==> src/rtl/von_control_seq_pkg.sv <==
// ============================================================================
// Module  : von_control_seq_pkg
// Purpose : Shared opcode and sequencer-state definitions for the
//           fetch/decode/execute sequencer and its accumulator ALU.
// Rev     : 1.0  initial release
// ============================================================================
`default_nettype none

package von_control_seq_pkg;

  // Opcode field ir[7:5]
  localparam logic [2:0] OP_ADD   = 3'b000;
  localparam logic [2:0] OP_ASL   = 3'b001;
  localparam logic [2:0] OP_XNOR  = 3'b010;
  localparam logic [2:0] OP_SHR   = 3'b011;
  localparam logic [2:0] OP_LOAD  = 3'b100;
  localparam logic [2:0] OP_STORE = 3'b101;
  localparam logic [2:0] OP_NEG   = 3'b110;
  localparam logic [2:0] OP_HALT  = 3'b111;

  typedef enum logic [3:0] {
    S_IDLE = 4'd0,
    S_IF   = 4'd1,
    S_IR   = 4'd2,
    S_OF   = 4'd3,
    S_DR   = 4'd4,
    S_EX   = 4'd5,
    S_WB   = 4'd6,
    S_ST   = 4'd7,
    S_HALT = 4'd8
  } state_e;

  // Opcodes that fetch a memory operand into DR before executing.
  function automatic logic needs_operand(input logic [2:0] op);
    return op inside {OP_ADD, OP_ASL, OP_XNOR, OP_SHR, OP_LOAD};
  endfunction

endpackage

`default_nettype wire

==> src/rtl/von_control_seq.sv <==
// ============================================================================
// Module  : von_control_seq
// Purpose : Fetch/decode/execute sequencer in front of an 8-bit accumulator
//           ALU. Holds PC, IR, AC and DR, fetches instructions and operands
//           from a single-port memory, pulses the ALU and writes its result
//           back to AC, or stores AC to memory. Halts on opcode 111.
// Ports   : clk, rst (sync, active-high), run (level start/continue)
//           mem_addr/mem_re/mem_we/mem_wdata out, mem_rdata in
//           alu_ac/alu_dr/alu_mode/alu_act out, alu_result in
//           pc, halted out
//           step in (only when VON_SINGLE_STEP_EN is defined)
// Config  : VON_SINGLE_STEP_EN - one instruction per rising edge of step;
//           the sequencer always returns to idle after each instruction.
// Rev     : 1.0  initial release
// ============================================================================
`default_nettype none

module von_control_seq
  import von_control_seq_pkg::*;
#(
  parameter int ADDR_W = 5,
  parameter int PC_RST = 0
) (
  input  logic              clk,
  input  logic              rst,
  input  logic              run,
`ifdef VON_SINGLE_STEP_EN
  input  logic              step,
`endif
  output logic [ADDR_W-1:0] mem_addr,
  output logic              mem_re,
  output logic              mem_we,
  output logic [7:0]        mem_wdata,
  input  logic [7:0]        mem_rdata,
  output logic [7:0]        alu_ac,
  output logic [7:0]        alu_dr,
  output logic [2:0]        alu_mode,
  output logic              alu_act,
  input  logic [7:0]        alu_result,
  output logic [ADDR_W-1:0] pc,
  output logic              halted
);

  localparam logic [ADDR_W-1:0] PC_INIT = ADDR_W'(PC_RST);
  localparam logic [ADDR_W-1:0] PC_INC  = ADDR_W'(1);

  state_e            state_q, state_d;
  logic [ADDR_W-1:0] pc_q, pc_d;
  logic [7:0]        ir_q, ir_d;
  logic [7:0]        ac_q, ac_d;
  logic [7:0]        dr_q, dr_d;
  logic [ADDR_W-1:0] mem_addr_q, mem_addr_d;
  logic              mem_re_q, mem_re_d;
  logic              mem_we_q, mem_we_d;
  logic [7:0]        mem_wdata_q, mem_wdata_d;
  logic              alu_act_q, alu_act_d;

  logic              start;      // leave S_IDLE this cycle
  state_e            after_ins;  // successor of S_WB / S_ST
  logic [2:0]        fetched_op;

  assign fetched_op = mem_rdata[7:5];

`ifdef VON_SINGLE_STEP_EN
  logic step_q, step_d;
  logic unused_run;

  assign unused_run = run;
  assign step_d     = step;
  // Rising edge of step, so a held-high step still runs one instruction.
  assign start      = step & ~step_q;
  assign after_ins  = S_IDLE;
`else
  assign start      = run;
  // run is only looked at on instruction boundaries; a drop mid-instruction
  // lets the current instruction finish.
  assign after_ins  = run ? S_IF : S_IDLE;
`endif

  // Strobes are registered: the edge leaving S_IF/S_OF/S_EX/S_ST launches the
  // access, and the response is consumed by the following edge.
  always_comb begin
    state_d     = state_q;
    pc_d        = pc_q;
    ir_d        = ir_q;
    ac_d        = ac_q;
    dr_d        = dr_q;
    mem_addr_d  = mem_addr_q;
    mem_wdata_d = mem_wdata_q;
    mem_re_d    = 1'b0;
    mem_we_d    = 1'b0;
    alu_act_d   = 1'b0;

    case (state_q)
      S_IDLE: if (start) state_d = S_IF;
      S_IF: begin
        mem_addr_d = pc_q;
        mem_re_d   = 1'b1;
        state_d    = S_IR;
      end
      S_IR: begin
        ir_d = mem_rdata;
        pc_d = pc_q + PC_INC;
        if (needs_operand(fetched_op))  state_d = S_OF;
        else if (fetched_op == OP_NEG)   state_d = S_EX;
        else if (fetched_op == OP_STORE) state_d = S_ST;
        else                             state_d = S_HALT;
      end
      S_OF: begin
        mem_addr_d = ir_q[ADDR_W-1:0];
        mem_re_d   = 1'b1;
        state_d    = S_DR;
      end
      S_DR: begin
        dr_d    = mem_rdata;
        state_d = S_EX;
      end
      S_EX: begin
        alu_act_d = 1'b1;
        state_d   = S_WB;
      end
      S_WB: begin
        ac_d    = alu_result;
        state_d = after_ins;
      end
      S_ST: begin
        mem_addr_d  = ir_q[ADDR_W-1:0];
        mem_we_d    = 1'b1;
        mem_wdata_d = ac_q;
        state_d     = after_ins;
      end
      S_HALT:  state_d = S_HALT;
      default: state_d = S_IDLE;
    endcase
  end

  always_ff @(posedge clk) begin
    if (rst) begin
      state_q     <= S_IDLE;
      pc_q        <= PC_INIT;
      ir_q        <= 8'h00;
      ac_q        <= 8'h00;
      dr_q        <= 8'h00;
      mem_addr_q  <= '0;
      mem_re_q    <= 1'b0;
      mem_we_q    <= 1'b0;
      mem_wdata_q <= 8'h00;
      alu_act_q   <= 1'b0;
    end else begin
      state_q     <= state_d;
      pc_q        <= pc_d;
      ir_q        <= ir_d;
      ac_q        <= ac_d;
      dr_q        <= dr_d;
      mem_addr_q  <= mem_addr_d;
      mem_re_q    <= mem_re_d;
      mem_we_q    <= mem_we_d;
      mem_wdata_q <= mem_wdata_d;
      alu_act_q   <= alu_act_d;
    end
  end

`ifdef VON_SINGLE_STEP_EN
  always_ff @(posedge clk) begin
    if (rst) step_q <= 1'b0;
    else     step_q <= step_d;
  end
`endif

  assign mem_addr  = mem_addr_q;
  assign mem_re    = mem_re_q;
  assign mem_we    = mem_we_q;
  assign mem_wdata = mem_wdata_q;
  assign alu_ac    = ac_q;
  assign alu_dr    = dr_q;
  assign alu_mode  = ir_q[7:5];
  assign alu_act   = alu_act_q;
  assign pc        = pc_q;
  assign halted    = (state_q == S_HALT);

endmodule

`default_nettype wire

==> config.mk <==
export PLATFORM = sky130hd
export DESIGN_NAME = von_control_seq
export DESIGN_NICKNAME = d
export VERILOG_FILES = /design/src/rtl/von_control_seq_pkg.sv /design/src/rtl/von_control_seq.sv
export SDC_FILE = /design/constraint.sdc
export NUM_CORES = 1
export LEC_CHECK = 0
export ABC_AREA = 1
export CORE_MARGIN = 2
export CORE_UTILIZATION = 40
export CTS_BUF_LIST = sky130_fd_sc_hd__clkbuf_16
export DETAILED_ROUTE_END_ITERATION = 7
export GPL_TIMING_DRIVEN = 0
export PLACE_DENSITY = 0.72
export SLEW_MARGIN = 5
export SYNTH_ARGS = -nofsm -noshare
export SYNTH_HDL_FRONTEND = slang
export SYNTH_SLANG_ARGS = --single-unit
export TNS_END_PERCENT = 20
==> constraint.sdc <==
create_clock -name clk -period 1.2 [get_ports clk]
set_input_delay 0.18 -clock clk [delete_from_list [all_inputs] [get_ports clk]]
set_output_delay 0.18 -clock clk [all_outputs]
set_load 0.01 [all_outputs]
==> results.sh, run 1 <==
export IMPL_status="complete, but fails checks"
export IMPL_failed_checks="negative setup slack"
export IMPL_drc_errors=0
export IMPL_ys_top_cells_by_area="dfxtp_1 (48%), nor2_1 (9.5%), nand2_1 (7.6%)"
export IMPL_ys_warn_count=0
export IMPL_antenna_found_initial=0
export IMPL_cts_root_buf="clkbuf_16"
export IMPL_ant_nets=0
export IMPL_clk_latency_ns=0.28
export IMPL_cts_buffers=5
export IMPL_dieArea_mm2=0.00564
export IMPL_fmax_mhz=794
export IMPL_wl_per_cell_um=12.3
export IMPL_path_max_fanout=6
export IMPL_cpPeakStageDelay_ns=0.31
export IMPL_r2r_start="state_q[2]$_SDFFE_PP0P_"
export IMPL_n_antenna_cell=0
export IMPL_hpwlAfterDp_um=3490
export IMPL_ys_seq_elements=49
export IMPL_wl_um=4910
export IMPL_cp_top_family="flip-flops"
export IMPL_rsz0062_at_grt="true"
export IMPL_critical_path_class="reg2out"
export IMPL_area_growth_pct=43.3
export IMPL_finalClockSkew_ns=0.00261
export IMPL_num_io_pins=60
export IMPL_p_int_mw=2.89
export IMPL_dp_cells=390
export IMPL_clockBufferDepth=2
export IMPL_maxCapViolations=0
export IMPL_power_leakage_nw=1.35
export IMPL_timing_final_crit_share_pct=105
export IMPL_cp_cell_sequence="buf_6, nor2_4, nand3_2, inv_2, buf_6"
export IMPL_power_density_mw_per_mm2=1400
export IMPL_setup_tns_ns=-0.0594
export IMPL_avgSynthCellArea_um2=7.63
export IMPL_ir_drop_mv=0.948
export IMPL_startpoint_type="register"
export IMPL_grt_pass1_wl_um=7860
export IMPL_slowest_stage="dfxtp_1"
export IMPL_track_usage_pct=18.3
export IMPL_fp_dieH_um=75.1
export IMPL_synth_top_cell_area_share_pct=48.5
export IMPL_final_cell_count_no_fill=401
export IMPL_cts_clk_slew_worst_paths_ns=0.06
export IMPL_synth_nets=285
export IMPL_drt_first_iter_violations=108
export IMPL_crit_end="halted"
export IMPL_rows=25
export IMPL_holdBufCountCts=0
export IMPL_syn_cell_area_mm2=0.00202
export IMPL_regToRegSetupSlack_ns=0
export IMPL_grt_pass1_vias=1742
export IMPL_worst_pin_slew_ns=0.482
export IMPL_slew_headroom_pct=67.9
export IMPL_io_buffer_count=58
export IMPL_swShare_pct=28.9
export IMPL_n_fill_cell=455
export IMPL_ys_seq_area_share_pct=48.5
export IMPL_syn_inst=265
export IMPL_holdWs_ns=0.214
export IMPL_grt_max_degree=15
export IMPL_design_area_mm2=0.00290
export IMPL_drive_gt1_share_pct=18.6
export IMPL_globalRouteOverflowTotal=0
export IMPL_critPathLaunch="state_q[0]$_SDFFE_PP0P_"
export IMPL_pwr_share_comb_pct=22.0
export IMPL_cts_tree="built"
export IMPL_die_w_um=75.1
export IMPL_fin_crit_ns=1.26
export IMPL_finalSetupViolCount=2
export IMPL_cp_end_kind="output port"
export IMPL_r2r_cells=5
export IMPL_layout_setup_ws_ns=-0.0591
export IMPL_crit_cells=5
export IMPL_power_switching_mw=1.18
export IMPL_clock_sinks=49
export IMPL_synth_area_leader_cell="dfxtp_1"
export IMPL_dpl_instance_area_mm2=0.00269
export IMPL_cpMostUsedCell="buf_6"
export IMPL_hold_class="in2reg"
export IMPL_final_hold_violation_count=0
export IMPL_place_congestion=0.804
export IMPL_start_util_pct=42.3
export IMPL_core_area_mm2=0.00479
export IMPL_worstPathArrival_ns=1.08
export IMPL_num_vias=1930
export IMPL_ys_types=25
export IMPL_cts_htree_levels=2
export IMPL_cp_data_required_time_ns=1.02
export IMPL_r2r_end="pc[1]$_SDFFE_PP0P_"
export IMPL_via_per_inst=4.81
export IMPL_slew_viol_final=0
export IMPL_finalNetCount=353
export IMPL_timing_critical_path_buf_inv=3
export IMPL_pwr_share_seq_pct=45.2
export IMPL_clkPwrFrac_pct=32.7
export IMPL_firstDrtPassIters=4
==> logic make-up after synthesis <==
logic type                 after synthesis  share of synthesized area [%]
adders and majority gates                1                          0.618
AOI/OAI and AO/OA                       54                           13.5
and+or+nand+nor                        125                           27.7
xor gates and xnor gates                 2                          0.866
DFF                                     49                           48.5
buffers and inverters                   34                           8.78
==> Yosys cell counts <==
cell	n
o21ai_1	19
nor2_2	1
clkbuf_1	3
a21oi_1	22
nor2_4	4
a21oi_2	1
ha_1	1
inv_1	11
nand2_2	3
inv_2	8
buf_6	3
nand3_1	15
nor4_1	1
nand4_1	6
o21ai_0	12
nand2_1	41
dfxtp_1	49
buf_2	1
nor3_1	1
buf_1	1
nand2_4	1
buf_4	7
nand3_2	1
nor2_1	51
xor2_1	2
==> layer usage <==
| metal | share of wire, % | global-route usage (%) | routed length, um |
|---|---|---|---|
| met3 | 6.5 | 6.29 | 321 |
| met1 | 45 | 23.2 | 2210 |
| met4 | 1.2 | 5.95 | 61 |
| met5 | 0 | 0 | 0 |
| met2 | 47 | 29.3 | 2320 |
==> power by group through the flow <==
stage | logic (mW) | registers [mW] | clock network (mW)
after floorplan | 0.514 | 1.87 | 0
after global placement | 0.830 | 1.86 | 0
after detailed placement | 0.838 | 1.86 | 0
after CTS | 0.802 | 1.83 | 1.36
after global routing | 0.991 | 1.85 | 1.44
final | 0.898 | 1.84 | 1.33
==> worst min path at each step <==
stage                      startpoint                   endpoint  slack [ns]  cells past startpoint
6_report                          rst   mem_addr[1]$_SDFFE_PP0P_        0.21                      2
5_1_grt                           rst   mem_addr[1]$_SDFFE_PP0P_        0.25                      2
4_1_cts                           rst     alu_ac[6]$_SDFFE_PP0N_        0.21                      2
3_5_place_dp   alu_ac[3]$_SDFFE_PP0N_     alu_ac[3]$_SDFFE_PP0N_        0.46                      2
3_3_place_gp   alu_ac[3]$_SDFFE_PP0N_  mem_wdata[3]$_SDFFE_PP0P_        0.46                      2
2_1_floorplan            mem_rdata[0]     alu_dr[0]$_SDFFE_PP0P_        0.31                      2
==> sequential cells by signal, indices dropped and copies added, names as in the netlist <==
signal	flops
alu_act	1
ir_q	8
mem_addr	5
mem_we	1
alu_dr	8
mem_wdata	8
state_q	4
alu_ac	8
pc	5
mem_re	1
==> area by class of cell <==
| class | count | area [um^2] | share of cell area [%] |
|---|---|---|---|
| flip-flops and latches | 49 | 992 | 34.2 |
| multi-input cells | 183 | 936 | 32.3 |
| repair buffers | 60 | 547 | 18.9 |
| clock buffers | 5 | 125 | 4.32 |
| plain buffers | 15 | 125 | 4.32 |
| well taps | 67 | 83.8 | 2.89 |
| inverters | 19 | 76.3 | 2.63 |
| clock inverters | 3 | 13.8 | 0.475 |
==> through the flow <==
step | setup WS (ns) | util, % | power [mW]
3_3_place_gp | -0.257 | 56.2 | 2.69
6_report | -0.0591 | 60.6 | 4.07
3_5_place_dp | -0.264 | 56.2 | 2.70
2_1_floorplan | 0.0849 | - | 2.39
5_1_grt | -0.111 | 60.6 | 4.28
4_1_cts | -0.219 | 58.5 | 3.99
==> cells in the final DEF, fill, tap and decap left out, types with 4 or more instances in the layout <==
| cell | Yosys | layout |
|---|---|---|
| clkdlybuf4s50_1 | 0 | 17 |
| nand2_1 | 41 | 39 |
| o21ai_2 | 0 | 4 |
| inv_2 | 8 | 7 |
| inv_1 | 11 | 11 |
| nor2_4 | 4 | 5 |
| nand3_1 | 15 | 14 |
| buf_6 | 3 | 7 |
| nor2_2 | 1 | 6 |
| dlygate4sd2_1 | 0 | 40 |
| dfxtp_1 | 49 | 42 |
| clkbuf_16 | 0 | 5 |
| dfxtp_2 | 0 | 6 |
| a21oi_1 | 22 | 21 |
| nand4_1 | 6 | 6 |
| o21ai_1 | 19 | 15 |
| o21ai_0 | 12 | 12 |
| buf_4 | 7 | 5 |
| nor2_1 | 51 | 46 |
==> what timing repair did <==
| item | in CTS | in global routing |
|---|---|---|
| setup buffers | 0 | 2 |
| endpoints found under the setup margin | 72 | 38 |
| pin swaps | 3 | 3 |
| gates cloned | 0 | 1 |
| resized for setup | 55 | 23 |
(Power assumes the default switching activity.)
==> run 2: changes to the inputs <==
--- a/config.mk
+++ b/config.mk
@@ -11,7 +11,7 @@
 export CTS_BUF_LIST = sky130_fd_sc_hd__clkbuf_16
 export DETAILED_ROUTE_END_ITERATION = 7
 export GPL_TIMING_DRIVEN = 0
-export PLACE_DENSITY = 0.72
+export PLACE_DENSITY = 0.7
 export SLEW_MARGIN = 5
 export SYNTH_ARGS = -nofsm -noshare
 export SYNTH_HDL_FRONTEND = slang
==> constraint.sdc (replaced) <==
create_clock -name clk -period 1.6 [get_ports clk]
set_input_delay 0.24 -clock clk [delete_from_list [all_inputs] [get_ports clk]]
set_output_delay 0.24 -clock clk [all_outputs]
set_load 0.01 [all_outputs]
==> results.sh, run 2 (synthesis results as in run 1) <==
export IMPL_cp_data_required_time_ns=1.36
export IMPL_clk_latency_ns=0.29
export IMPL_cts_tree="built"
export IMPL_whs_path_depth=2
export IMPL_cts_buffers=5
export IMPL_cts_htree_levels=2
export IMPL_place_congestion=0.796
export IMPL_r2r_start="state_q[2]$_SDFFE_PP0P_"
export IMPL_n_antenna_cell=0
export IMPL_final_common_cell="clkdlybuf4s50_1"
export IMPL_clock_sinks=49
export IMPL_finalNetCount=350
export IMPL_p_int_mw=2.16
export IMPL_design_area_mm2=0.00283
export IMPL_cp_end_kind="output port"
export IMPL_pwr_share_comb_pct=21.2
export IMPL_power_leakage_nw=1.11
export IMPL_cts_root_buf="clkbuf_16"
export IMPL_hold_class="in2reg"
export IMPL_holdBufCountCts=0
export IMPL_fp_dieH_um=75.1
export IMPL_layout_common_cells="clkdlybuf4s50_1 (57), nor2_1 (50), dfxtp_1 (47)"
export IMPL_drc_errors=0
export IMPL_cp_cell_sequence="clkdlybuf4s50_1"
export IMPL_r2r_end="ir_q[3]$_SDFFE_PP0P_"
export IMPL_globalRouteOverflowTotal=0
export IMPL_via_per_inst=4.78
export IMPL_grt_pass1_wl_um=7770
export IMPL_power_density_mw_per_mm2=1060
export IMPL_ir_drop_mv=0.470
export IMPL_slew_viol_final=0
export IMPL_startpoint_type="register"
export IMPL_start_util_pct=42.3
export IMPL_clkPwrFrac_pct=33.2
export IMPL_power_total_mw=3.00
export IMPL_setup_tns_ns=0
export IMPL_wl_per_cell_um=11.8
export IMPL_cpPeakStageDelay_ns=0.58
export IMPL_status="completed"
export IMPL_finalClockSkew_ns=0.00583
export IMPL_dpl_instance_area_mm2=0.00269
export IMPL_r2r_cells=5
export IMPL_drt_first_iter_violations=115
export IMPL_ant_nets=0
export IMPL_maxCapViolations=0
export IMPL_firstDrtPassIters=4
export IMPL_timing_final_crit_share_pct=95.2
export IMPL_worst_pin_slew_ns=0.495
export IMPL_clockBufferDepth=2
export IMPL_path_max_fanout=6
export IMPL_num_io_pins=60
export IMPL_crit_cells=1
export IMPL_pwr_share_seq_pct=45.6
export IMPL_finalSetupViolCount=0
export IMPL_drive_gt1_share_pct=11.8
export IMPL_crit_end="pc[3]"
export IMPL_fmax_mhz=657
export IMPL_hpwlAfterDp_um=3450
export IMPL_layout_setup_ws_ns=0.0768
export IMPL_dieArea_mm2=0.00564
export IMPL_core_area_mm2=0.00479
export IMPL_grt_pass1_vias=1697
export IMPL_grt_max_degree=15
export IMPL_utilization_pct=59.1
export IMPL_final_hold_violation_count=0
export IMPL_track_usage_pct=18.2
export IMPL_io_buffer_count=58
export IMPL_power_switching_uw=845
export IMPL_cp_top_family="buffers and inverters"
export IMPL_area_growth_pct=39.8
export IMPL_post_cts_buffers=0
export IMPL_rows=25
export IMPL_slew_headroom_pct=67.0
export IMPL_swShare_pct=28.1
export IMPL_rsz0062_at_grt="false"
export IMPL_num_vias=1898
export IMPL_post_cts_resized=2
export IMPL_worstPathArrival_ns=1.28
export IMPL_critical_path_class="reg2out"
export IMPL_regToRegSetupSlack_ns=0.24
export IMPL_timing_critical_path_buf_inv=1
export IMPL_slowest_stage="clkdlybuf4s50_1"
export IMPL_fin_crit_ns=1.52
export IMPL_antenna_found_initial=0
export IMPL_wl_um=4690
export IMPL_post_place_ws_ns=0.0742
export IMPL_cts_clk_slew_worst_paths_ns=0.06
export IMPL_critPathLaunch="pc[3]$_SDFFE_PP0P_"
export IMPL_die_w_um=75.1
run 2: cell types whose count changed in the layout (fill, tap and decap cells not counted), moves of 2 or more:
cell / change
buf_4: +2
nor2_2: -4
nand2_1: +2
clkdlybuf4s50_1: +40
dfxtp_1: +5
dfxtp_2: -4
o21ai_2: -4
clkinv_2: -2
inv_4: -2
buf_6: -4
dlygate4sd2_1: -39
o21ai_1: +4
nor2_1: +4
run 2: layout make-up:
class	instances	area, um^2
Tap cell	67	83.8
Inverter	19	71.3
Buffer	15	106
Clock buffer	5	125
Multi-Input combinational cell	182	867
Sequential cell	49	983
Fill cell	465	1960
Timing Repair Buffer	58	579
Clock inverter	2	11.3
run 2: metal layers:
layer  GRT usage, %  share of wire [%]  vias to the layer above
met5              0                  0                        -
met4           7.34                1.6                        0
met3           5.76                5.9                        7
met2           28.8                 46                       44
met1           23.0                 46                      858
li1               -                  -                      989
run 2: worst register-to-register path, cell delays in order, from the launching register on:
cell	delay, ns
dfxtp_1	0.35
nor2_1	0.27
nand2_1	0.22
buf_4	0.23
o21ai_1	0.13
nor2_1	0.05
run 2: stage by stage:
step / std cells / hold WS (ns)
5_1_grt: 397 / 0.288
6_report: 397 / 0.259
3_5_place_dp: 390 / 0.462
2_1_floorplan: 265 / 0.375
3_3_place_gp: 390 / 0.458
4_1_cts: 397 / 0.260
run 2: how the worst min path moves through the flow:
stage | start | endpoint | slack [ns]
4_1_cts | rst | mem_addr[1]$_SDFFE_PP0P_ | 0.26
5_1_grt | rst | alu_ac[6]$_SDFFE_PP0N_ | 0.29
2_1_floorplan | mem_rdata[0] | alu_dr[0]$_SDFFE_PP0P_ | 0.37
6_report | rst | alu_ac[6]$_SDFFE_PP0N_ | 0.26
3_3_place_gp | alu_ac[0]$_SDFFE_PP0N_ | mem_wdata[0]$_SDFFE_PP0P_ | 0.46
3_5_place_dp | alu_ac[3]$_SDFFE_PP0N_ | alu_ac[3]$_SDFFE_PP0N_ | 0.46
run 2: power groups by stage:
| stage | registers (mW) | clock network, mW | logic [mW] |
|---|---|---|---|
| after global routing | 1.38 | 1.06 | 0.705 |
| after global placement | 1.39 | 0 | 0.622 |
| after CTS | 1.37 | 1.02 | 0.636 |
| final | 1.37 | 0.998 | 0.636 |
| after detailed placement | 1.39 | 0 | 0.631 |
| after floorplan | 1.40 | 0 | 0.386 |
==> run 3: changes to the inputs <==
--- a/config.mk
+++ b/config.mk
@@ -6,6 +6,7 @@
 export NUM_CORES = 1
 export LEC_CHECK = 0
 export ABC_AREA = 1
+export CORE_ASPECT_RATIO = 0.5
 export CORE_MARGIN = 2
 export CORE_UTILIZATION = 40
 export CTS_BUF_LIST = sky130_fd_sc_hd__clkbuf_16
==> results.sh, run 3 (synthesis results as in run 1) <==
export IMPL_cts_htree_levels=2
export IMPL_regToRegSetupSlack_ns=0.21
export IMPL_worst_pin_slew_ns=0.567
export IMPL_timing_critical_path_buf_inv=1
export IMPL_clockBufferDepth=2
export IMPL_finalNetCount=350
export IMPL_drive_gt1_share_pct=12.1
export IMPL_cp_top_family="buffers and inverters"
export IMPL_cpPeakStageDelay_ns=0.58
export IMPL_firstDrtPassIters=4
export IMPL_timing_final_crit_share_pct=95.2
export IMPL_num_io_pins=60
export IMPL_slowest_stage="clkdlybuf4s50_1"
export IMPL_path_max_fanout=6
export IMPL_grt_pass1_wl_um=8050
export IMPL_layout_common_cells="clkdlybuf4s50_1 (57), nor2_1 (50), dfxtp_1 (48)"
export IMPL_start_util_pct=41.2
export IMPL_io_buffer_count=58
export IMPL_globalRouteOverflowTotal=0
export IMPL_fin_crit_ns=1.52
export IMPL_cts_buffers=5
export IMPL_final_common_cell="clkdlybuf4s50_1"
export IMPL_power_leakage_nw=1.13
export IMPL_finalClockSkew_ns=0.00508
export IMPL_min_to="alu_ac[6]$_SDFFE_PP0N_"
export IMPL_grt_max_degree=16
export IMPL_rsz0062_at_grt="false"
export IMPL_power_density_mw_per_mm2=1110
export IMPL_drt_first_iter_violations=97
export IMPL_clock_sinks=49
export IMPL_clk_latency_ns=0.28
export IMPL_worstPathArrival_ns=1.28
export IMPL_slew_viol_final=0
export IMPL_wl_um=5000
export IMPL_ant_nets=0
export IMPL_num_vias=1941
export IMPL_die_w_um=105
export IMPL_slew_headroom_pct=62.2
export IMPL_r2r_end="pc[1]$_SDFFE_PP0P_"
export IMPL_r2r_start="state_q[1]$_SDFFE_PP0P_"
export IMPL_status="completed"
export IMPL_antenna_found_initial=0
export IMPL_fmax_mhz=656
export IMPL_cp_data_required_time_ns=1.36
export IMPL_rows=18
export IMPL_hold_start="rst"
export IMPL_cp_end_kind="output port"
export IMPL_cts_tree="built"
export IMPL_hold_class="in2reg"
export IMPL_core_area_mm2=0.00491
export IMPL_track_usage_pct=18.2
export IMPL_fp_dieH_um=54.3
export IMPL_area_growth_pct=41.9
export IMPL_holdBufCountCts=0
export IMPL_place_congestion=0.789
export IMPL_holdWs_ns=0.259
export IMPL_setup_tns_ns=0
export IMPL_n_antenna_cell=0
export IMPL_critical_path_class="reg2out"
export IMPL_whs_path_depth=2
export IMPL_grt_pass1_vias=1789
export IMPL_cts_clk_slew_worst_paths_ns=0.06
export IMPL_startpoint_type="register"
export IMPL_wl_per_cell_um=12.5
export IMPL_cp_cell_sequence="clkdlybuf4s50_1"
export IMPL_maxCapViolations=0
export IMPL_via_per_inst=4.84
export IMPL_cts_root_buf="clkbuf_16"
export IMPL_dieArea_mm2=0.00568
export IMPL_finalSetupViolCount=0
export IMPL_ir_drop_mv=0.502
export IMPL_hpwlAfterDp_um=3620
export IMPL_final_hold_violation_count=0
export IMPL_drc_errors=0
export IMPL_r2r_cells=6
export IMPL_n_fill_cell=468
## run 3: how the worst max path moves through the flow
stage                                        from                        to  slack [ns]  cells after the start
after detailed placement  state_q[0]$_SDFFE_PP0P_                    halted        0.05                      5
after global placement    state_q[0]$_SDFFE_PP0P_                    halted        0.07                      5
after floorplan           state_q[1]$_SDFFE_PP0P_  mem_addr[4]$_SDFFE_PP0P_        0.48                      7
final                          pc[3]$_SDFFE_PP0P_                     pc[3]        0.08                      1
after global routing           pc[3]$_SDFFE_PP0P_                     pc[3]        0.02                      1
after CTS                      pc[2]$_SDFFE_PP0P_                     pc[2]        0.05                      1
## run 3: final cells by class
type                    count  area (um^2)  area share [%]
well taps                  70         87.6            3.05
multi-input cells         182          877            30.6
flip-flops and latches     49          982            34.2
clock inverters             3         41.3            1.44
repair buffers             58          579            20.2
plain buffers              15          106            3.71
clock buffers               5          125            4.36
inverters                  19         71.3            2.48
## run 3: routing by layer
metal,GRT usage [%],part of all wire (%)
met3,5.00,6.2
met2,32.7,44
met1,22.5,49
met4,4.22,0.60
met5,0,0
## run 3: report_power, final
group	internal, mW	switching (mW)
clock network	0.731	0.431
logic	0.288	0.363
registers	1.31	0.0659
total	2.33	0.860
## run 3: metrics by stage
stage	utilization, %	cell area, um^2	instances	total power, mW	setup slack (ns)
global route	58.5	2870	401	3.35	0.0227
floorplan	-	2020	265	1.79	0.485
CTS	58.2	2860	401	3.21	0.0454
detailed placement	54.8	2690	393	2.03	0.0465
global placement	54.8	2690	393	2.02	0.0661
finish	58.5	2870	401	3.19	0.0763
## run 3: what timing repair did
action,CTS,global route
endpoints found under the setup margin,1,2
setup buffers,0,0
cloned,0,0
gates resized for setup,2,3
pin swaps,0,0
